## config.mk

```make
export PLATFORM = sky130hd
export DESIGN_NAME = ex_stage
export DESIGN_NICKNAME = d
export VERILOG_FILES = /design/src/rtl/ex_stage.sv
export SDC_FILE = /design/constraint.sdc
export NUM_CORES = 1
export LEC_CHECK = 0
export CORE_ASPECT_RATIO = 0.5
export CORE_MARGIN = 3
export CORE_UTILIZATION = 59
export CTS_BUF_LIST = sky130_fd_sc_hd__clkbuf_2
export DETAILED_ROUTE_END_ITERATION = 6
export PLACE_DENSITY = 0.83
export SLEW_MARGIN = 20
export SYNTH_ARGS = -nofsm -noshare
export SYNTH_HDL_FRONTEND = slang
export SYNTH_SLANG_ARGS = --single-unit
```

## constraint.sdc

```tcl
create_clock -name clk -period 1 [get_ports clk]
set_input_delay 0.2 -clock clk [delete_from_list [all_inputs] [get_ports clk]]
set_output_delay 0.2 -clock clk [all_outputs]
set_load 0.01 [all_outputs]
```

## src/rtl/ex_stage.sv

```systemverilog
// Execute stage: single-cycle ALU, address generation and an optional iterative MUL/DIVU/REMU unit.
// The iterative unit is built only when EX_MULDIV_EN is defined; otherwise ops 16-18 complete as illegal.
module ex_stage #(
    parameter int XLEN      = 32,
    parameter int MD_CYCLES = 32
) (
    input  logic            clk,
    input  logic            rst_n,
    input  logic            flush,
    input  logic            EX_valid,
    input  logic [4:0]      EX_ALU_OP,
    input  logic [XLEN-1:0] EX_muxA,
    input  logic [XLEN-1:0] EX_muxB,
    input  logic [15:0]     EX_IMMEDIATE,
    input  logic            EX_DM_ADDR_SEL,
    input  logic            EX_DM_WE,
    input  logic            EX_ret_enable,
    input  logic            EX_NEXT_PC,
    output logic            ex_busy,
    output logic            MEM_valid,
    output logic [XLEN-1:0] MEM_RESULT,
    output logic [XLEN-1:0] MEM_DM_ADDR,
    output logic [XLEN-1:0] MEM_DM_WDATA,
    output logic            MEM_DM_WE,
    output logic            MEM_ret_enable,
    output logic            MEM_NEXT_PC,
    output logic            MEM_illegal
);
    localparam int SHW = $clog2(XLEN);

    if (MD_CYCLES != XLEN) begin : g_cfg_check
        $error("ex_stage: MD_CYCLES must equal XLEN");
    end

    logic [XLEN-1:0] alu_res;
    logic            alu_ill;
    logic [XLEN-1:0] agen;
    logic [SHW-1:0]  shamt;

    assign shamt = EX_muxB[SHW-1:0];
    assign agen  = EX_muxA + {{(XLEN-16){EX_IMMEDIATE[15]}}, EX_IMMEDIATE};

    always_comb begin
        alu_res = '0;
        alu_ill = 1'b0;
        case (EX_ALU_OP)
            5'd0:    alu_res = EX_muxA + EX_muxB;
            5'd1:    alu_res = EX_muxA - EX_muxB;
            5'd2:    alu_res = EX_muxA & EX_muxB;
            5'd3:    alu_res = EX_muxA | EX_muxB;
            5'd4:    alu_res = EX_muxA ^ EX_muxB;
            5'd5:    alu_res = EX_muxA << shamt;
            5'd6:    alu_res = EX_muxA >> shamt;
            5'd7:    alu_res = $unsigned($signed(EX_muxA) >>> shamt);
            5'd8:    alu_res = {{(XLEN-1){1'b0}}, $signed(EX_muxA) < $signed(EX_muxB)};
            5'd9:    alu_res = {{(XLEN-1){1'b0}}, EX_muxA < EX_muxB};
            5'd10:   alu_res = EX_muxB;
            5'd11:   alu_res = {{(XLEN-16){1'b0}}, EX_IMMEDIATE} << 16;
            default: alu_ill = 1'b1;
        endcase
    end

`ifdef EX_MULDIV_EN
    // state | meaning
    // IDLE  | accepting instructions; single-cycle ops complete here
    // CALC  | one MUL shift-add or restoring-divide step per edge
    // DONE  | result ready, written to MEM_* on the next edge
    typedef enum logic [1:0] {S_IDLE, S_CALC, S_DONE} state_t;
    localparam int CW = $clog2(MD_CYCLES + 1);

    state_t          state;
    logic [CW-1:0]   cnt;
    logic [4:0]      md_op;
    logic [XLEN-1:0] md_acc;   // MUL accumulator / divide remainder
    logic [XLEN-1:0] md_opd;   // MUL multiplicand / divisor
    logic [XLEN-1:0] md_aux;   // MUL multiplier / dividend shifting into quotient
    logic [XLEN-1:0] h_agen, h_wdata;
    logic            h_sel, h_we, h_ret, h_npc;
    logic            is_md_op;
    logic [XLEN:0]   div_trial, div_diff;
    logic            div_ge;
    logic [XLEN-1:0] md_res;

    assign is_md_op  = (EX_ALU_OP == 5'd16) || (EX_ALU_OP == 5'd17) || (EX_ALU_OP == 5'd18);
    assign ex_busy   = rst_n & ((state == S_CALC) | ((state == S_IDLE) & EX_valid & is_md_op));
    assign div_trial = {md_acc, md_aux[XLEN-1]};
    assign div_diff  = div_trial - {1'b0, md_opd};
    assign div_ge    = div_trial >= {1'b0, md_opd};
    assign md_res    = (md_op == 5'd17) ? md_aux : md_acc;
`else
    assign ex_busy = 1'b0;
`endif

    always_ff @(posedge clk or negedge rst_n) begin
        if (!rst_n) begin
            MEM_valid      <= 1'b0;
            MEM_RESULT     <= '0;
            MEM_DM_ADDR    <= '0;
            MEM_DM_WDATA   <= '0;
            MEM_DM_WE      <= 1'b0;
            MEM_ret_enable <= 1'b0;
            MEM_NEXT_PC    <= 1'b0;
            MEM_illegal    <= 1'b0;
`ifdef EX_MULDIV_EN
            state  <= S_IDLE;
            cnt    <= '0;
            md_op  <= '0;
            md_acc <= '0;
            md_opd <= '0;
            md_aux <= '0;
            h_agen <= '0;
            h_wdata <= '0;
            h_sel  <= 1'b0;
            h_we   <= 1'b0;
            h_ret  <= 1'b0;
            h_npc  <= 1'b0;
`endif
        end else if (flush) begin
            MEM_valid      <= 1'b0;
            MEM_DM_WE      <= 1'b0;
            MEM_ret_enable <= 1'b0;
            MEM_illegal    <= 1'b0;
`ifdef EX_MULDIV_EN
            state <= S_IDLE;
            cnt   <= '0;
`endif
        end
`ifdef EX_MULDIV_EN
        else if (state == S_CALC) begin
            if (md_op == 5'd16) begin
                if (md_aux[0]) md_acc <= md_acc + md_opd;
                md_opd <= md_opd << 1;
                md_aux <= md_aux >> 1;
            end else begin
                md_acc <= div_ge ? div_diff[XLEN-1:0] : div_trial[XLEN-1:0];
                md_aux <= {md_aux[XLEN-2:0], div_ge};
            end
            cnt <= cnt + 1'b1;
            if (cnt == CW'(MD_CYCLES - 1)) state <= S_DONE;
        end else if (state == S_DONE) begin
            MEM_valid      <= 1'b1;
            MEM_RESULT     <= md_res;
            MEM_DM_ADDR    <= h_sel ? h_agen : md_res;
            MEM_DM_WDATA   <= h_wdata;
            MEM_DM_WE      <= h_we;
            MEM_ret_enable <= h_ret;
            MEM_NEXT_PC    <= h_npc;
            MEM_illegal    <= 1'b0;
            state          <= S_IDLE;
        end else if (EX_valid && is_md_op) begin
            md_op  <= EX_ALU_OP;
            md_acc <= '0;
            md_opd <= (EX_ALU_OP == 5'd16) ? EX_muxA : EX_muxB;
            md_aux <= (EX_ALU_OP == 5'd16) ? EX_muxB : EX_muxA;
            h_agen <= agen;
            h_wdata <= EX_muxB;
            h_sel  <= EX_DM_ADDR_SEL;
            h_we   <= EX_DM_WE;
            h_ret  <= EX_ret_enable;
            h_npc  <= EX_NEXT_PC;
            cnt    <= '0;
            state  <= S_CALC;
            MEM_valid      <= 1'b0;
            MEM_DM_WE      <= 1'b0;
            MEM_ret_enable <= 1'b0;
            MEM_illegal    <= 1'b0;
        end
`endif
        else if (EX_valid) begin
            MEM_valid      <= 1'b1;
            MEM_RESULT     <= alu_res;
            MEM_DM_ADDR    <= EX_DM_ADDR_SEL ? agen : alu_res;
            MEM_DM_WDATA   <= EX_muxB;
            MEM_DM_WE      <= EX_DM_WE;
            MEM_ret_enable <= EX_ret_enable;
            MEM_NEXT_PC    <= EX_NEXT_PC;
            MEM_illegal    <= alu_ill;
        end else begin
            MEM_valid      <= 1'b0;
            MEM_DM_WE      <= 1'b0;
            MEM_ret_enable <= 1'b0;
            MEM_illegal    <= 1'b0;
        end
    end
endmodule

```

==> results.sh, run 1 <==
export IMPL_portBuffers=193
export IMPL_yosys_area_top_type_share=0.173
export IMPL_gp_congestion=1.30
export IMPL_syn_area_per_cell_um2=7.63
export IMPL_ctsHtreeMaxLevel=3
export IMPL_ys_warnings_count=0
export IMPL_ys_ff_latch=101
export IMPL_cts_buffers_inserted=9
export IMPL_synth_distinct_cells=98
export IMPL_cts_resized=802
export IMPL_row_count=39
export IMPL_die_w_um=228
export IMPL_post_cts_buffers=114
export IMPL_synthesis_nets=2141
export IMPL_synth_edf_count=0
export IMPL_initial_core_util=0.620
export IMPL_synth_flop_cell="dfrtp_1"
export IMPL_yosysMostFrequentCell="nand2_1"
export IMPL_cts_sinks=101
export IMPL_ctsHoldBuffers=22
export IMPL_status="did not finish"
export IMPL_synth_commonest_cells="nand2_1 (232), a21oi_1 (169), nor2_1 (169), o21ai_0 (165), ha_1 (135)"
export IMPL_first_error="[ERROR DPL-0038] Utilization greater than 100%, impossible to legalize"
export IMPL_syn_inst=1910
export IMPL_io_pins=195
export IMPL_syn_area_mm2=0.0146
export IMPL_ys_seq_area_frac=0.173
export IMPL_ys_async_sr_fraction=1.00
export IMPL_place_hpwl_mm=72.6
export IMPL_cts_root_buf="clkbuf_2"
export IMPL_cts_max_path_buffers=2
export IMPL_synth_area_top_cells="dfrtp_1 (17%), ha_1 (12%), nand2_1 (6.0%)"
export IMPL_yosys_area_top_type="dfrtp_1"
export IMPL_die_y_um=117
export IMPL_stop_stage="clock tree synthesis"
[kinds of logic after synthesis]
logic type / after synthesis / share of synthesized area
adders and majority gates: 138 / 0.120
xor gates and xnor gates: 37 / 0.0222
and+or+nand+nor: 581 / 0.179
AOI/OAI and AO/OA: 691 / 0.315
muxes: 115 / 0.113
other: 1 / 0.000257
buffers and inverters: 246 / 0.0777
DFF: 101 / 0.173
[through the flow]
| stage | setup WS, ps | area (µm²) | cells | TNS, ps |
|---|---|---|---|---|
| floorplan | -1960 | 15300 | 1910 | -97130 |
| global placement | -3040 | 21900 | 2968 | -192780 |
| detailed placement | -3300 | 21900 | 2968 | -209000 |
==> run 2, diff against run 1 <==
==> config.mk (replaced) <==
export PLATFORM = sky130hd
export DESIGN_NAME = ex_stage
export DESIGN_NICKNAME = d
export VERILOG_FILES = /design/src/rtl/ex_stage.sv
export SDC_FILE = /design/constraint.sdc
export NUM_CORES = 1
export LEC_CHECK = 0
export CORE_MARGIN = 3
export CORE_UTILIZATION = 40
export DETAILED_ROUTE_END_ITERATION = 6
export PLACE_DENSITY_LB_ADDON = 0.15
export SLEW_MARGIN = 20
export SYNTH_ARGS = -nofsm -noshare
export SYNTH_HDL_FRONTEND = slang
export SYNTH_SLANG_ARGS = --single-unit
==> results.sh, run 2 <==
export IMPL_initial_core_util=0.408
export IMPL_layout_common_cells="buf_4 (794), nand2_1 (211), buf_6 (139)"
export IMPL_status="finished, violations left"
export IMPL_grt_pass1_vias=21000
export IMPL_r2r_start="MEM_DM_ADDR[25]"
export IMPL_startpoint_type="primary input"
export IMPL_yosysMostFrequentCell="nand2_1"
export IMPL_min_path_cells=4
export IMPL_cts_tree="done"
export IMPL_synth_edf_count=0
export IMPL_io_pins=195
export IMPL_rsz0062_at_grt="yes"
export IMPL_grt_pass1_wl_mm=133
export IMPL_syn2layout_area_growth_pct=88.3
export IMPL_peakVddDrop_v=0.00115
export IMPL_hold_viol=0
export IMPL_cp_cell_sequence="buf_8 > buf_6 > ha_4 > fa_2 > a21o_1 > a221oi_4 > o21bai_4 > a31o_4 > buf_12 > a31oi_4 > nor3_4 > mux2i_1 > a221oi_2 > buf_4 > o21ai_2"
export IMPL_worst_hold_startpoint="EX_muxB[3]"
export IMPL_finalCritPeriodShare=2.89
export IMPL_slew_headroom=0.547
export IMPL_fin_total_pwr_mw=25.5
export IMPL_vias=21900
export IMPL_dp_cells=3175
export IMPL_hold_end="MEM_DM_WDATA[3]"
export IMPL_dr_pass1_iters=6
export IMPL_ys_ff_latch=101
export IMPL_wirelength_mm=95.5
export IMPL_fin_nets=3147
export IMPL_critical_path_arrival_ps=3180
export IMPL_die_w_um=197
export IMPL_worst_pin_slew_ps=672
export IMPL_cts_sinks=101
export IMPL_dieArea_mm2=0.0388
export IMPL_synth_commonest_cells="nand2_1 (232), a21oi_1 (169), nor2_1 (169), o21ai_0 (165), ha_1 (135)"
export IMPL_yosys_area_top_type_share=0.173
export IMPL_cp_required_ps=1300
export IMPL_reg_top3="MEM_DM_ADDR x32, MEM_DM_WDATA x32, MEM_RESULT x32"
export IMPL_synth_area_top_cells="dfrtp_1 (17%), ha_1 (12%), nand2_1 (6.0%)"
export IMPL_cpLargestDelayFamily="compound AO/OA/AOI/OAI gates"
export IMPL_clk_pin_slew_ps=110
export IMPL_grt_total_usage=0.456
export IMPL_syn_inst=1910
export IMPL_portBuffers=193
export IMPL_gp_congestion=1.08
export IMPL_crit_type="primary input to flop"
export IMPL_slowest_stage="fa_2"
export IMPL_syn_area_per_cell_um2=7.63
export IMPL_drtAntennaViolNets=0
export IMPL_regToRegSetupSlack_ps=-110
export IMPL_ys_seq_area_frac=0.173
export IMPL_fin_worst_skew_ps=0
export IMPL_cpPeakStageDelay_ps=390
export IMPL_drt_initial_drc_count=2840
export IMPL_violations="setup timing"
export IMPL_yosys_area_top_type="dfrtp_1"
export IMPL_cp_depth=15
export IMPL_row_count=69
export IMPL_core_area_mm2=0.0357
export IMPL_hp_class="primary input to flop"
export IMPL_finalSetupViolCount=167
export IMPL_layoutNonFillerInstCount=3382
export IMPL_layout_drive_gt1_share=0.571
export IMPL_routedWlPerCell_um=28.2
export IMPL_cts_buffers_inserted=9
export IMPL_clock_fmax_ghz=0.346
export IMPL_cap_viol_max_count=0
export IMPL_clkLatencyLatePin_ps=410
export IMPL_slew_violations=0
export IMPL_die_y_um=197
export IMPL_synth_flop_cell="dfrtp_1"
export IMPL_setup_tns_ps=-117300
export IMPL_critPathMaxFanout=3
export IMPL_fin_crit_ps=2890
export IMPL_finalWorstSetupSlack_ps=-1890
export IMPL_syn_area_mm2=0.0146
export IMPL_cp_num_buf_inv=4
export IMPL_power_density_mw_per_mm2=929
export IMPL_cts_max_path_buffers=2
export IMPL_grt_overflow=0
export IMPL_ctsHtreeMaxLevel=3
export IMPL_end_kind="flop"
export IMPL_grt_max_degree=79
export IMPL_synthesis_nets=2141
export IMPL_ys_async_sr_fraction=1.00
export IMPL_place_hpwl_mm=70.0
export IMPL_vias_per_cell=6.47
export IMPL_p_leak_nw=12.7
export IMPL_n_antenna_cell=0
export IMPL_cts_root_buf="clkbuf_16"
export IMPL_worst_r2r_path_depth=4
export IMPL_rr_endpoint="MEM_DM_ADDR[25]"
export IMPL_post_place_ws_ps=-2770
export IMPL_drc=0
export IMPL_final_common_cell="buf_4"
export IMPL_antenna_found_initial=4
export IMPL_synth_distinct_cells=98
export IMPL_ys_warnings_count=0
==> run 2: cell counts after synthesis <==
Identical to the previous run, type by type.
==> run 2: worst max-delay path by stage <==
stage	start	end	slack, ps
final	EX_muxA[0]	MEM_RESULT[30]	-1890
after global routing	EX_muxA[7]	MEM_DM_ADDR[26]	-1910
after CTS	EX_muxA[0]	MEM_DM_ADDR[24]	-1850
after detailed placement	EX_muxA[7]	MEM_DM_ADDR[26]	-2770
after global placement	EX_muxA[12]	MEM_DM_ADDR[15]	-2750
after floorplan	EX_muxB[2]	MEM_DM_ADDR[20]	-1960
==> run 2: per-layer routing <==
metal | vias to the layer above | global-route usage | wire length [µm]
met5 | - | 0 | 27
met4 | 4 | 0.228 | 7020
met3 | 498 | 0.153 | 13500
met2 | 1726 | 0.673 | 39400
met1 | 10500 | 0.597 | 35600
li1 | 9143 | - | -
==> run 2: kinds of logic (layout without fill, tap and decap cells) <==
logic type	Yosys count	after routing	share of synthesized area
AOI/OAI and AO/OA	691	691	0.315
xor gates and xnor gates	37	37	0.0222
adders and majority gates	138	138	0.120
buffers and inverters	246	1257	0.0777
DFF	101	101	0.173
muxes	115	115	0.113
other	1	1	0.000257
and+or+nand+nor	581	581	0.179
==> run 2: repair_timing <==
action                                 in CTS  in global routing
buffers inserted                          150                 72
pin swaps                                 204                175
endpoints found under the hold margin     101                  0
hold buffers                                1                  0
setup endpoints to repair                 202                169
resized for setup                        1217                241
gates cloned                                4                  0
==> run 2: worst reg2reg max path: stages, from the launching register on <==
cell	delay [ps]
dfrtp_2	500
nand2_1	80
o21ai_0	80
buf_4	160
a31o_1	180
==> run 2: area by class of cell <==
type | count | area, µm²
Multi-Input combinational cell | 1563 | 14100
Timing Repair Buffer | 1135 | 9490
Fill cell | 2403 | 8290
Sequential cell | 101 | 2530
Tap cell | 461 | 577
Inverter | 106 | 512
Clock buffer | 9 | 225
Clock inverter | 7 | 55.1
==> run 2: power breakdown <==
group / total, mW / switching (mW) / leakage (nW) / internal, mW
combinational: 16.5 / 8.53 / 11.3 / 7.96
sequential: 5.23 / 0.544 / 1.28 / 4.69
clock: 3.78 / 2.05 / 0.138 / 1.73
total: 25.5 / 11.1 / 12.7 / 14.4
==> run 2: metrics by stage <==
| stage | hold slack, ps | instance area, µm² | util |
|---|---|---|---|
| after floorplan | -95.6 | 15300 | - |
| after global placement | 82.1 | 22600 | 0.634 |
| after detailed placement | 88.0 | 22600 | 0.634 |
| after CTS | 161 | 26200 | 0.734 |
| after global routing | 189 | 27500 | 0.768 |
| final | 182 | 27500 | 0.768 |
Power figures use the tool's default switching activity.
==> run 3, diff against run 2 <==
--- a/config.mk
+++ b/config.mk
@@ -9,6 +9,7 @@
 export CORE_UTILIZATION = 40
 export DETAILED_ROUTE_END_ITERATION = 6
 export PLACE_DENSITY_LB_ADDON = 0.15
+export SKIP_CTS_REPAIR_TIMING = 1
 export SLEW_MARGIN = 20
 export SYNTH_ARGS = -nofsm -noshare
 export SYNTH_HDL_FRONTEND = slang
==> results.sh, run 3 (synthesis results as in run 2) <==
export IMPL_status="finished, violations left"
export IMPL_violations="DRC, setup timing"
export IMPL_cts_root_buf="clkbuf_16"
export IMPL_crit_top_cell="a21oi_2"
export IMPL_min_path_cells=4
export IMPL_core_area_mm2=0.0357
export IMPL_cp_required_ps=1320
export IMPL_dr_pass1_iters=7
export IMPL_layout_common_cells="buf_4 (767), nand2_1 (213), nor2_1 (138)"
export IMPL_gp_congestion=1.08
export IMPL_hold_viol=0
export IMPL_fin_nets=3093
export IMPL_startpoint_type="primary input"
export IMPL_finalCritPeriodShare=2.97
export IMPL_grt_max_degree=79
export IMPL_worst_r2r_path_depth=4
export IMPL_slowest_stage="o41ai_4"
export IMPL_cpLargestDelayFamily="compound AO/OA/AOI/OAI gates"
export IMPL_finalSetupViolCount=165
export IMPL_slew_headroom=0.546
export IMPL_cap_viol_max_count=0
export IMPL_p_leak_nw=12.7
export IMPL_hp_class="primary input to flop"
export IMPL_grt_pass1_vias=19000
export IMPL_grt_overflow=0
export IMPL_clk_pin_slew_ps=90
export IMPL_die_w_um=197
export IMPL_layout_drive_gt1_share=0.527
export IMPL_layoutNonFillerInstCount=3328
export IMPL_worst_pin_slew_ps=676
export IMPL_row_count=69
export IMPL_finalWorstSetupSlack_ps=-1970
export IMPL_final_cell_area_mm2=0.0265
export IMPL_fin_util=0.741
export IMPL_io_pins=195
export IMPL_dpl_instance_area_mm2=0.0226
export IMPL_slew_violations=0
export IMPL_power_density_mw_per_mm2=923
export IMPL_hold_end="MEM_DM_WDATA[3]"
export IMPL_syn2layout_area_growth_pct=81.6
export IMPL_reg_top3="MEM_DM_ADDR x32, MEM_DM_WDATA x32, MEM_RESULT x32"
export IMPL_wirelength_mm=92.5
export IMPL_rsz0062_at_grt="yes"
export IMPL_fin_crit_ps=2970
export IMPL_cp_cell_sequence="buf_8 > inv_4 > ha_4 > inv_2 > fa_2 > nor2b_4 > o311a_4 > o21ba_4 > o41ai_4 > a31oi_4 > buf_6 > a21oi_4 > a221o_1 > a21oi_2 > a21o_1 > a21oi_2"
export IMPL_critPathMaxFanout=5
export IMPL_crit_type="primary input to flop"
export IMPL_cts_buffers_inserted=9
export IMPL_cts_tree="done"
export IMPL_routedWlPerCell_um=27.8
export IMPL_dp_cells=3175
export IMPL_ctsHtreeMaxLevel=3
export IMPL_grt_pass1_wl_mm=122
export IMPL_regToRegSetupSlack_ps=-120
export IMPL_r2r_start="MEM_DM_ADDR[25]"
export IMPL_critical_path_arrival_ps=3290
export IMPL_die_y_um=197
export IMPL_cp_num_buf_inv=4
export IMPL_drtAntennaViolNets=0
export IMPL_initial_core_util=0.408
export IMPL_cts_max_path_buffers=2
export IMPL_post_place_ws_ps=-2770
export IMPL_hold_ws_ps=177
export IMPL_cts_sinks=101
export IMPL_antenna_found_initial=2
export IMPL_drt_initial_drc_count=2781
export IMPL_drc=42
export IMPL_vias_per_cell=6.37
export IMPL_final_common_cell="buf_4"
export IMPL_fin_worst_skew_ps=0
export IMPL_cpPeakStageDelay_ps=430
export IMPL_clock_fmax_ghz=0.336
export IMPL_portBuffers=193
export IMPL_grt_total_usage=0.421
export IMPL_rr_endpoint="MEM_DM_ADDR[25]"
export IMPL_place_hpwl_mm=70.0
export IMPL_n_antenna_cell=0
export IMPL_clkLatencyLatePin_ps=410
export IMPL_worst_hold_startpoint="EX_muxB[3]"
export IMPL_peakVddDrop_v=0.00118
export IMPL_vias=21200
export IMPL_end_kind="flop"
export IMPL_dieArea_mm2=0.0388
run 3: cell count changes in the layout (fill, tap and decap cells not counted), moves of 8 or more:
cell	previous run	this run
dlygate4sd2_1	27	0
clkbuf_2	10	88
clkdlybuf4s15_2	8	0
ha_1	73	85
a21oi_2	55	46
o21ai_1	60	68
buf_4	794	767
buf_2	85	6
buf_6	139	105
dlymetal6s2s_1	1	51
buf_8	19	8
ha_2	17	7
a21oi_1	98	111
run 3: through the flow:
step / setup TNS [ps] / total power, mW
after floorplan: -97130 / 10.6
after global placement: -186170 / 17.7
after detailed placement: -189440 / 17.9
after CTS: -192030 / 21.6
after global routing: -121300 / 25.2
final: -116780 / 24.5
run 3: power by group:
group | total (mW) | switching (mW) | internal [mW]
registers | 5.22 | 0.534 | 4.68
logic | 15.5 | 8.04 | 7.44
clock network | 3.75 | 2.02 | 1.73
run 3: worst reg2reg max path: cells and delay by family, from the launching register on:
kind	cells	cell delay (ps)
DFF	1	500
and+or+nand+nor	1	80
AOI/OAI and AO/OA	2	260
buffers and inverters	1	170
run 3: area by class of cell:
cell class,instances,area (µm²)
Tap cell,461,577
Sequential cell,101,2530
Clock inverter,7,55.1
Fill cell,2595,9250
Multi-Input combinational cell,1563,13400
Timing Repair Buffer,1081,9160
Inverter,106,509
Clock buffer,9,225
run 3: per-layer routing:
layer  GRT usage  routed length [µm]  share of wire  vias to the layer above
met5           0                 134         0.0014                        -
met4       0.164                5870          0.063                        4
met3       0.131               12200           0.13                      380
met1       0.579               36000           0.39                    10300
li1            -                   -              -                     9006
met2       0.616               38400           0.41                     1530
run 3: how the worst max path moves through the flow:
| stage | start | endpoint | slack, ps | cells after the start |
|---|---|---|---|---|
| 3_3_place_gp | EX_muxA[12] | MEM_DM_ADDR[15] | -2750 | 15 |
| 6_report | EX_muxA[0] | MEM_DM_ADDR[24] | -1970 | 16 |
| 2_1_floorplan | EX_muxB[2] | MEM_DM_ADDR[20] | -1960 | 15 |
| 3_5_place_dp | EX_muxA[7] | MEM_DM_ADDR[26] | -2770 | 15 |
| 4_1_cts | EX_muxA[7] | MEM_DM_ADDR[26] | -2380 | 15 |
| 5_1_grt | EX_muxA[0] | MEM_DM_ADDR[24] | -2050 | 16 |
